$ cat src/rtl/ntt_result_unloader_pkg.sv
// Shared constants for the NTT result unloader: default widths, RAM indices,
// FSM encoding and the coefficient-index to RAM mapping.
package ntt_result_unloader_pkg;

  localparam int ADDR_W_DEF = 7;
  localparam int DATA_W_DEF = 16;

  localparam logic [1:0] RAM0 = 2'd0;
  localparam logic [1:0] RAM1 = 2'd1;
  localparam logic [1:0] RAM2 = 2'd2;
  localparam logic [1:0] RAM3 = 2'd3;

  localparam logic [1:0] ST_IDLE  = 2'd0;
  localparam logic [1:0] ST_READ  = 2'd1;
  localparam logic [1:0] ST_DRAIN = 2'd2;
  localparam logic [1:0] ST_DONE  = 2'd3;

  // hi is the top bit of the coefficient index: it picks the second RAM of the pair
  function automatic logic [1:0] ram_index(input logic sel_bank, input logic hi);
    logic [1:0] idx;
    case ({sel_bank, hi})
      2'b00:   idx = RAM2;
      2'b01:   idx = RAM3;
      2'b10:   idx = RAM0;
      2'b11:   idx = RAM1;
      default: idx = RAM0;
    endcase
    return idx;
  endfunction

endpackage

$ cat src/rtl/ntt_result_unloader_skid.sv
// Two-entry FIFO between the RAM read pipeline and the output stream.
// The head register drives the stream directly and is zeroed when the FIFO empties.
module ntt_skid_fifo2
  import ntt_result_unloader_pkg::*;
#(
  parameter int W = DATA_W_DEF + 1
) (
  input  logic         clk,
  input  logic         rst_n,
  input  logic         i_clear,
  input  logic         i_push,
  input  logic         i_pop,
  input  logic [W-1:0] i_data,
  output logic [W-1:0] o_data,
  output logic         o_valid,
  output logic [1:0]   o_count
);

  logic [W-1:0] r_head;
  logic [W-1:0] r_tail;
  logic [1:0]   r_count;

  // Storage and occupancy update; the credit logic upstream guarantees no push into a full FIFO
  always_ff @(posedge clk or negedge rst_n) begin
    if (!rst_n) begin
      r_head  <= {W{1'b0}};
      r_tail  <= {W{1'b0}};
      r_count <= 2'd0;
    end else if (i_clear) begin
      r_head  <= {W{1'b0}};
      r_tail  <= {W{1'b0}};
      r_count <= 2'd0;
    end else begin
      case ({i_push, i_pop})
        2'b10: begin
          if (r_count == 2'd0) begin
            r_head <= i_data;
          end else begin
            r_tail <= i_data;
          end
          r_count <= r_count + 2'd1;
        end
        2'b01: begin
          r_head  <= (r_count == 2'd2) ? r_tail : {W{1'b0}};
          r_count <= r_count - 2'd1;
        end
        2'b11: begin
          if (r_count == 2'd1) begin
            r_head <= i_data;
          end else begin
            r_head <= r_tail;
            r_tail <= i_data;
          end
        end
        default: begin
          r_count <= r_count;
        end
      endcase
    end
  end

  assign o_data  = r_head;
  assign o_valid = (r_count != 2'd0);
  assign o_count = r_count;

endmodule

$ cat src/rtl/ntt_result_unloader.sv
// Drains the 2*DEPTH final NTT coefficients from the result bank pair in natural
// order and presents them as a valid/ready stream with a last tag.
module ntt_result_unloader
  import ntt_result_unloader_pkg::*;
#(
  parameter int ADDR_W = ADDR_W_DEF,
  parameter int DATA_W = DATA_W_DEF
) (
  input  logic              clk,
  input  logic              rst_n,
  input  logic              start,
  input  logic              bank_sel,
  input  logic              abort,
  output logic [3:0]        ram_ena,
  output logic [ADDR_W-1:0] ram_addr,
  input  logic [DATA_W-1:0] ram_dout0,
  input  logic [DATA_W-1:0] ram_dout1,
  input  logic [DATA_W-1:0] ram_dout2,
  input  logic [DATA_W-1:0] ram_dout3,
  output logic [DATA_W-1:0] m_data,
  output logic              m_valid,
  input  logic              m_ready,
  output logic              m_last,
  output logic              busy,
  output logic              done
);

  localparam logic [ADDR_W:0] K_LAST = {(ADDR_W+1){1'b1}};
  localparam logic [ADDR_W:0] K_ONE  = {{ADDR_W{1'b0}}, 1'b1};

  logic [1:0]        r_state;
  logic              r_bank_sel;
  logic [ADDR_W:0]   r_k;
  logic              r_inflight;
  logic              r_rd_last;
  logic [1:0]        r_rd_idx;

  logic              w_pop;
  logic              w_issue;
  logic [2:0]        w_credit;
  logic [1:0]        w_ram_idx;
  logic [1:0]        w_fifo_count;
  logic              w_fifo_valid;
  logic [DATA_W-1:0] w_rd_data;
  logic [DATA_W:0]   w_head;

  // A read may be issued only if its data will find room once it lands
  assign w_pop     = w_fifo_valid & m_ready;
  assign w_credit  = {1'b0, w_fifo_count} + {2'b00, r_inflight} - {2'b00, w_pop};
  assign w_issue   = (r_state == ST_READ) & ~abort & (w_credit < 3'd2);
  assign w_ram_idx = ram_index(r_bank_sel, r_k[ADDR_W]);
  assign ram_addr  = r_k[ADDR_W-1:0];

  // One-hot port-A enable for the RAM holding coefficient k
  always_comb begin
    ram_ena = 4'b0000;
    if (w_issue) begin
      ram_ena[w_ram_idx] = 1'b1;
    end else begin
      ram_ena = 4'b0000;
    end
  end

  // Return-data select follows the RAM that was read in the previous cycle
  always_comb begin
    case (r_rd_idx)
      RAM0:    w_rd_data = ram_dout0;
      RAM1:    w_rd_data = ram_dout1;
      RAM2:    w_rd_data = ram_dout2;
      RAM3:    w_rd_data = ram_dout3;
      default: w_rd_data = ram_dout0;
    endcase
  end

  // Control FSM and coefficient index
  always_ff @(posedge clk or negedge rst_n) begin
    if (!rst_n) begin
      r_state    <= ST_IDLE;
      r_bank_sel <= 1'b0;
      r_k        <= {(ADDR_W+1){1'b0}};
    end else if (abort) begin
      r_state <= ST_IDLE;
      r_k     <= {(ADDR_W+1){1'b0}};
    end else begin
      case (r_state)
        ST_IDLE: begin
          if (start) begin
            r_state    <= ST_READ;
            r_bank_sel <= bank_sel;
            r_k        <= {(ADDR_W+1){1'b0}};
          end
        end
        ST_READ: begin
          if (w_issue) begin
            if (r_k == K_LAST) begin
              r_state <= ST_DRAIN;
            end else begin
              r_k <= r_k + K_ONE;
            end
          end
        end
        ST_DRAIN: begin
          if (w_pop & m_last) begin
            r_state <= ST_DONE;
          end
        end
        ST_DONE: begin
          r_state <= ST_IDLE;
        end
        default: begin
          r_state <= ST_IDLE;
        end
      endcase
    end
  end

  // Pending-read tracking; an abort suppresses issue, so its in-flight data is dropped
  always_ff @(posedge clk or negedge rst_n) begin
    if (!rst_n) begin
      r_inflight <= 1'b0;
      r_rd_last  <= 1'b0;
      r_rd_idx   <= RAM0;
    end else begin
      r_inflight <= w_issue;
      r_rd_last  <= w_issue & (r_k == K_LAST);
      r_rd_idx   <= w_ram_idx;
    end
  end

  ntt_skid_fifo2 #(
    .W(DATA_W + 1)
  ) u_fifo (
    .clk     (clk),
    .rst_n   (rst_n),
    .i_clear (abort),
    .i_push  (r_inflight),
    .i_pop   (w_pop),
    .i_data  ({r_rd_last, w_rd_data}),
    .o_data  (w_head),
    .o_valid (w_fifo_valid),
    .o_count (w_fifo_count)
  );

  assign m_data  = w_head[DATA_W-1:0];
  assign m_last  = w_head[DATA_W];
  assign m_valid = w_fifo_valid;
  assign busy    = (r_state == ST_READ) | (r_state == ST_DRAIN);
  assign done    = (r_state == ST_DONE);

endmodule

$ cat config.mk
export PLATFORM = sky130hd
export DESIGN_NAME = ntt_result_unloader
export DESIGN_NICKNAME = d
export VERILOG_FILES = /design/src/rtl/ntt_result_unloader_pkg.sv /design/src/rtl/ntt_result_unloader_skid.sv /design/src/rtl/ntt_result_unloader.sv
export SDC_FILE = /design/constraint.sdc
export NUM_CORES = 1
export LEC_CHECK = 0
export CORE_UTILIZATION = 46
export DETAILED_ROUTE_END_ITERATION = 7
export GPL_ROUTABILITY_DRIVEN = 0
export PLACE_DENSITY = 0.83
export SYNTH_ARGS = -nofsm -noshare
export SYNTH_HDL_FRONTEND = slang
export SYNTH_SLANG_ARGS = --single-unit
export TNS_END_PERCENT = 100
$ cat constraint.sdc
create_clock -name clk -period 3.9 [get_ports clk]
set_input_delay 0.78 -clock clk [delete_from_list [all_inputs] [get_ports clk]]
set_output_delay 0.78 -clock clk [all_outputs]
set_load 0.01 [all_outputs]
Word level (Yosys, flattened, before mapping)
Cells that the tools add are included.
{"block": "classes", "order_cmp": 3, "bitwise_logic": 7, "n_addsub": 5, "mux": 27, "reduce_logical": 15, "n_eq_ne": 23}
{"op": "17-bit 2-to-1 mux", "n": 7}
{"op": "16-bit one-hot mux with 4 select lines", "n": 1}
{"op": "17-bit one-hot mux with 3 select lines", "n": 1}
{"op": "17-bit one-hot mux with 2 select lines", "n": 1}
{"op": "8-bit 2-to-1 mux", "n": 4}
{"op": "2-bit equality test, second input constant", "n": 9}
{"op": "3-bit != test, second input constant", "n": 6}
{"op": "2-bit one-hot mux with 4 select lines", "n": 2}
{"op": "8-bit one-hot mux with 2 select lines", "n": 1}
{"op": "2-bit 2-to-1 mux", "n": 6}
{"op": "2-bit by 1-bit equality test with 1-bit output, second input constant", "n": 5}
{"op": "3-bit nonzero test", "n": 3}
{"op": "8-bit by 1-bit adder with 8-bit output, second input constant", "n": 1}
{"op": "8-bit equality test, second input constant", "n": 1}
{"op": "2-bit zero test", "n": 4}
{"op": "4-bit AND reduction", "n": 2}
{"op": "3-bit by 2-bit != test with 1-bit output, second input constant", "n": 2}
{"op": "3-bit AND reduction", "n": 2}
{"op": "1-bit bitwise AND", "n": 5}
{"op": "4-bit 2-to-1 mux", "n": 1}
{"op": "2-bit one-hot mux with 2 select lines", "n": 1}
{"op": "4-bit nonzero test", "n": 1}
{"op": "2-bit by 1-bit adder with 3-bit output", "n": 1}
{"op": "2-bit by 3-bit < comparator with 1-bit output, second input constant", "n": 1}
{"op": "other kinds (12)", "n": 12}
{"block": "totals", "ff_bits": 51, "input_bits": 70}

Longest topological paths before layout
{"block": "logic_depth", "ltp_word": 8, "depth_mapped": 12, "mapped_depth_nobuf": 11}

Cells and area by module
From an unflattened synthesis, not the netlist that was laid out.
{"block": "hier_totals", "hier_cells": 336, "hier_area_um2": 3359.5}
{"module": "ntt_skid_fifo2", "seq_area_each_um2": 900.9, "n_inst": 1, "area_per_inst_um2": 1980.6, "cells_per_inst": 207}
{"module": "ntt_result_unloader", "seq_area_each_um2": 375.4, "n_inst": 1, "area_per_inst_um2": 1378.8, "cells_per_inst": 129}

Worst setup path before layout
No wires, ideal clock.
{"block": "synth_timing", "kind": "reg2out", "start": "reg u_fifo.r_count[1] (netlist: u_fifo.o_count[1])", "end": "out ram_ena[0]", "arrival_time_ns": 2.546, "stages_incl_launch_ff": 11, "n_path_buf": 1, "path_slack_ns": 0.574, "t_required_ns": 3.120, "cell_sequence": "dfrtp_1 -> inv_1 -> ha_1 -> nor2b_1 -> buf_2 -> xnor2_1 -> nand2_1 -> fa_1 -> xnor2_4 -> nand3_1 -> nor3_1"}
{"block": "synth_between", "elab_chain_cells": 6, "word_cells_on_any_way": 7, "classes_between": "add/sub: 2; order compare: 1; mux: 1; bitwise: 2; reduce/logical: 1"}
{"element": "start: declaration", "line_no": "ntt_result_unloader_skid.sv:21", "rtl": "logic [1:0] r_count;"}
{"element": "start signal: assignment", "line_no": "ntt_result_unloader_skid.sv:41", "rtl": "r_count <= r_count + 2'd1;"}
{"element": "start signal: assignment", "line_no": "ntt_result_unloader_skid.sv:45", "rtl": "r_count <= r_count - 2'd1;"}
{"element": "start signal: assignment", "line_no": "ntt_result_unloader_skid.sv:56", "rtl": "r_count <= r_count;"}
{"element": "branches (longest 2 deep; another with 2-bit by 1-bit adder with 3-bit output)"}
{"element": "3-bit by 1-bit subtractor with 3-bit output *", "line_no": "ntt_result_unloader.sv:49", "rtl": "assign w_credit = {1'b0, w_fifo_count} + {2'b00, r_inflight} - {2'b00, w_pop};"}
{"element": "3-bit by 2-bit < comparator with 1-bit output *", "line_no": "ntt_result_unloader.sv:50", "rtl": "assign w_issue = (r_state == ST_READ) & ~abort & (w_credit < 3'd2);"}
{"element": "1-bit bitwise AND *", "line_no": "ntt_result_unloader.sv:50"}
{"element": "4-bit 2-to-1 mux *", "line_no": "ntt_result_unloader.sv:57", "rtl": "if (w_issue) begin"}
{"element": "end: declaration", "line_no": "ntt_result_unloader.sv:14", "rtl": "output logic [3:0] ram_ena,"}
Mark *: on every way between the ends.

Final worst setup path
{"block": "layout_timing", "start": "in m_ready", "end": "out ram_ena[3]"}
{"block": "layout_between", "elab_chain_cells": 5}
{"element": "start: declaration", "line_no": "ntt_result_unloader.sv:22", "rtl": "input logic m_ready,"}
{"element": "1-bit bitwise AND", "line_no": "ntt_result_unloader.sv:48", "rtl": "assign w_pop = w_fifo_valid & m_ready;"}
{"element": "3-bit by 1-bit subtractor with 3-bit output", "line_no": "ntt_result_unloader.sv:49"}
{"element": "3-bit by 2-bit < comparator with 1-bit output", "line_no": "ntt_result_unloader.sv:50"}
{"element": "1-bit bitwise AND", "line_no": "ntt_result_unloader.sv:50"}
{"element": "net w_issue", "line_no": "ntt_result_unloader.sv:39", "rtl": "logic w_issue;"}
{"element": "4-bit 2-to-1 mux", "line_no": "ntt_result_unloader.sv:57"}
The timed path passes the listed nets, and every way through them passes these cells.

==> impl_metrics.py <==
metrics = {
    "die": {
        "start_util_pct": 47.5,
        "rows": 29,
        "core_area_um2": 6310,
        "die_y_um": 82.7,
        "dieArea_um2": 6850,
        "die_x_um": 82.7,
        "io_pins": 101,
    },
    "critical_path": {
        "r2r_cells": 11,
        "cp.required_ns": 3.12,
        "crit_chain": "clkdlybuf4s50_1 -> nor2b_2 -> xnor2_1 -> nand2_1 -> fa_2 -> xnor2_4 -> nand3_2 -> inv_2 -> and3_1 -> dlygate4sd2_1",
        "r2r_setup_slack_ns": 1.05,
        "cp-end-kind": "output pin",
        "max_stage_delay_ns": 0.48,
        "critPathLaunchType": "input pin",
        "critPathKind": "input pin to output pin",
        "cp_top_family": "buffers and inverters",
        "r2r_start": "u_fifo.o_count[0]",
        "worst-path-max-fanout": 4,
        "path_buf_inv": 3,
        "crit_path_top_delay_cell": "clkdlybuf4s50_1",
        "crit_arrival_ns": 2.90,
        "worstReg2RegEnd": "r_k[7]",
    },
    "detailed_routing": {
        "wire_per_inst_um": 15.6,
        "finalWirelength_um": 7190,
        "drtIter0Drc": 112,
        "detail-route-antenna-nets": 0,
        "viasPerCell": 5.44,
        "vias": 2508,
        "dr.pass1.iters": 5,
        "drc": 0,
    },
    "synth": {
        "syn-cell-area_um2": 3000,
        "yosysUniqueCellTypes": 36,
        "synthCells": 293,
        "synth_edf_count": 0,
        "synthesis.nets": 372,
        "yosys_warnings": 0,
        "synth-seq-cells": 51,
        "async_reset_ff_share_pct": 100,
        "avgSynthCellArea_um2": 10.2,
        "synth_ff_type": "dfrtp_1",
        "yosysSeqAreaShare_pct": 42.6,
    },
    "cells_and_area": {
        "nets": 462,
        "syn_to_final_growth_pct": 38.0,
        "layout.cells.non_filler": 461,
        "final_common_cell": "clkdlybuf4s50_1",
        "final_cell_area_um2": 4140,
        "drive_gt1_share_pct": 11.2,
        "final_cell_mix": "clkdlybuf4s50_1 (95), nand2_1 (62), dfrtp_1 (51), a21oi_1 (24), o21ai_1 (21)",
        "antenna_cells": 0,
        "n_fill_cell": 523,
    },
    "power_and_ir_drop": {
        "cellPowerDensity_nw_per_um2": 509,
        "vdd_drop_max_uv": 364,
        "leakage_nw": 1.76,
        "totalPowerFinal_mw": 2.11,
    },
    "clock_network": {
        "cts_root_buf": "clkbuf_8",
        "clk_pin_slew_ns": 0.10,
        "cts_tree": "yes",
        "cts_num_sinks": 51,
        "clk_latency_ns": 0.31,
        "cts_buffers": 5,
        "clockBufferDepth": 2,
        "htree_levels": 2,
    },
    "placed_design": {
        "hpwl_um": 5380,
        "place_ws_ns": -0.217,
        "placed_cell_area_um2": 4010,
        "numPortBuffers": 100,
        "dp_cells": 453,
    },
    "sta": {
        "post-route-min-period_ns": 3.68,
        "setup_tns_ns": 0,
        "fin_crit_sh_pct": 94.3,
        "fin_ws_ns": 0.220,
        "setup_viol": 0,
        "max_slew_margin_pct": 32.4,
        "clock.fmax_mhz": 272,
        "slew_violations": 0,
        "worst_pin_slew_ns": 1.01,
        "rsz0062_at_grt": "false",
        "skew_ns": 0.0119,
        "finalHoldViolations": 0,
    },
    "hold_path": {
        "hp-class": "flip-flop to flip-flop",
        "hp-start": "u_fifo.o_data[9]",
        "worstHoldPathCells": 2,
        "min_to": "u_fifo.o_data[9]",
    },
    "global_routing": {
        "gr-total-overflow": 0,
        "grt_pass1_wl_um": 11300,
        "grt_pass1_vias": 2538,
        "grt_max_degree": 32,
        "antenna_found_initial": 0,
        "grt_usage_pct": 22.2,
    },
    "outcome": {
        "status": "completed",
    },
    "flow_run": {
        "cap_violations": 0,
    },
}
[tightest hold or removal path: cells and delay by family (launching register included)]
family	cells	cell delay, ns
AOI/OAI and AO/OA	1	0.06
and+or+nand+nor	1	0.05
DFF	1	0.36
[final cells by class]
| type | count | area, um2 | area share, % |
|---|---|---|---|
| well taps | 77 | 96.3 | 2.33 |
| inverters | 10 | 37.5 | 0.907 |
| multi-input cells | 207 | 1560 | 37.6 |
| clock buffers | 6 | 82.6 | 1.99 |
| repair buffers | 108 | 1050 | 25.4 |
| clock inverters | 2 | 38.8 | 0.937 |
| flip-flops and latches | 51 | 1280 | 30.8 |
[layer usage]
layer / global-route usage, % / part of all wire, % / vias to the layer above
met5: 0 / 0 / -
met4: 7.41 / 0.77 / 0
met3: 4.29 / 5.9 / 6
met2: 41.2 / 54 / 76
met1: 25.3 / 39 / 1231
li1: - / - / 1195
[worst max path at each step]
stage	from	end	slack (ns)	depth (start not counted)
2_1_floorplan	u_fifo.o_count[1]	ram_ena[0]	0.57	10
3_3_place_gp	m_ready	ram_ena[1]	-0.16	10
3_5_place_dp	m_ready	ram_ena[3]	-0.22	10
4_1_cts	m_ready	ram_ena[3]	0.21	10
5_1_grt	m_ready	ram_ena[3]	0.10	10
6_report	m_ready	ram_ena[3]	0.22	10
[synth_stat cells (2+ instances only)]
| master | count | share of area [%] |
|---|---|---|
| nand2_1 | 62 | 7.8 |
| dfrtp_1 | 51 | 43 |
| a21oi_1 | 24 | 4.0 |
| o21ai_1 | 21 | 3.5 |
| mux2i_1 | 18 | 6.0 |
| mux4_2 | 16 | 12 |
| nor2_1 | 12 | 1.5 |
| buf_4 | 9 | 2.3 |
| buf_2 | 8 | 1.3 |
| ha_1 | 8 | 3.3 |
| inv_1 | 8 | 1.0 |
| clkbuf_1 | 7 | 0.88 |
| xnor2_1 | 7 | 2.0 |
| and3_1 | 5 | 1.0 |
| nand3_1 | 4 | 0.67 |
| nand4_1 | 4 | 0.83 |
| nor2b_1 | 3 | 0.63 |
| o21ai_0 | 3 | 0.50 |
| a211oi_1 | 2 | 0.50 |
| inv_2 | 2 | 0.25 |
| mux2_1 | 2 | 0.75 |
| nor3_1 | 2 | 0.33 |
| or3_1 | 2 | 0.42 |
[cells by family (layout without fill, tap and decap cells)]
family                     after synthesis  in the layout  share of synthesized area [%]
and+or+nand+nor                         97             97                           13.9
AOI/OAI and AO/OA                       57             57                           11.9
DFF                                     51             51                           42.6
muxes                                   36             36                           18.8
buffers and inverters                   35            126                           5.84
adders and majority gates                9              9                           4.01
xor gates and xnor gates                 8              8                           2.96
[report_power, final]
group	total [mW]	switching [mW]	internal, mW	leakage (nW)
sequential	0.709	0.106	0.603	0.702
clock	0.395	0.184	0.211	0.0618
combinational	1.00	0.473	0.529	0.996
total	2.11	0.762	1.34	1.76
[registers in the layout (all words and copies together) (netlist names)]
register,count
u_fifo.r_tail,17
r_k,8
r_inflight,1
r_state,2
u_fifo.o_data,17
u_fifo.o_count,2
r_rd_idx,2
r_rd_last,1
r_bank_sel,1
[through the flow]
step / hold slack (ns) / util (%)
finish: 0.494 / 65.6
global route: 0.517 / 65.6
CTS: 0.498 / 65.6
detailed placement: 0.475 / 63.6
global placement: 0.467 / 63.6
floorplan: 0.447 / -
[repair_timing]
action,CTS,global route
buffers inserted,0,0
hold buffers,0,0
setup endpoints to repair,4,0
resized for setup,7,0
hold endpoints to repair,0,0
(Power assumes the default switching activity.)
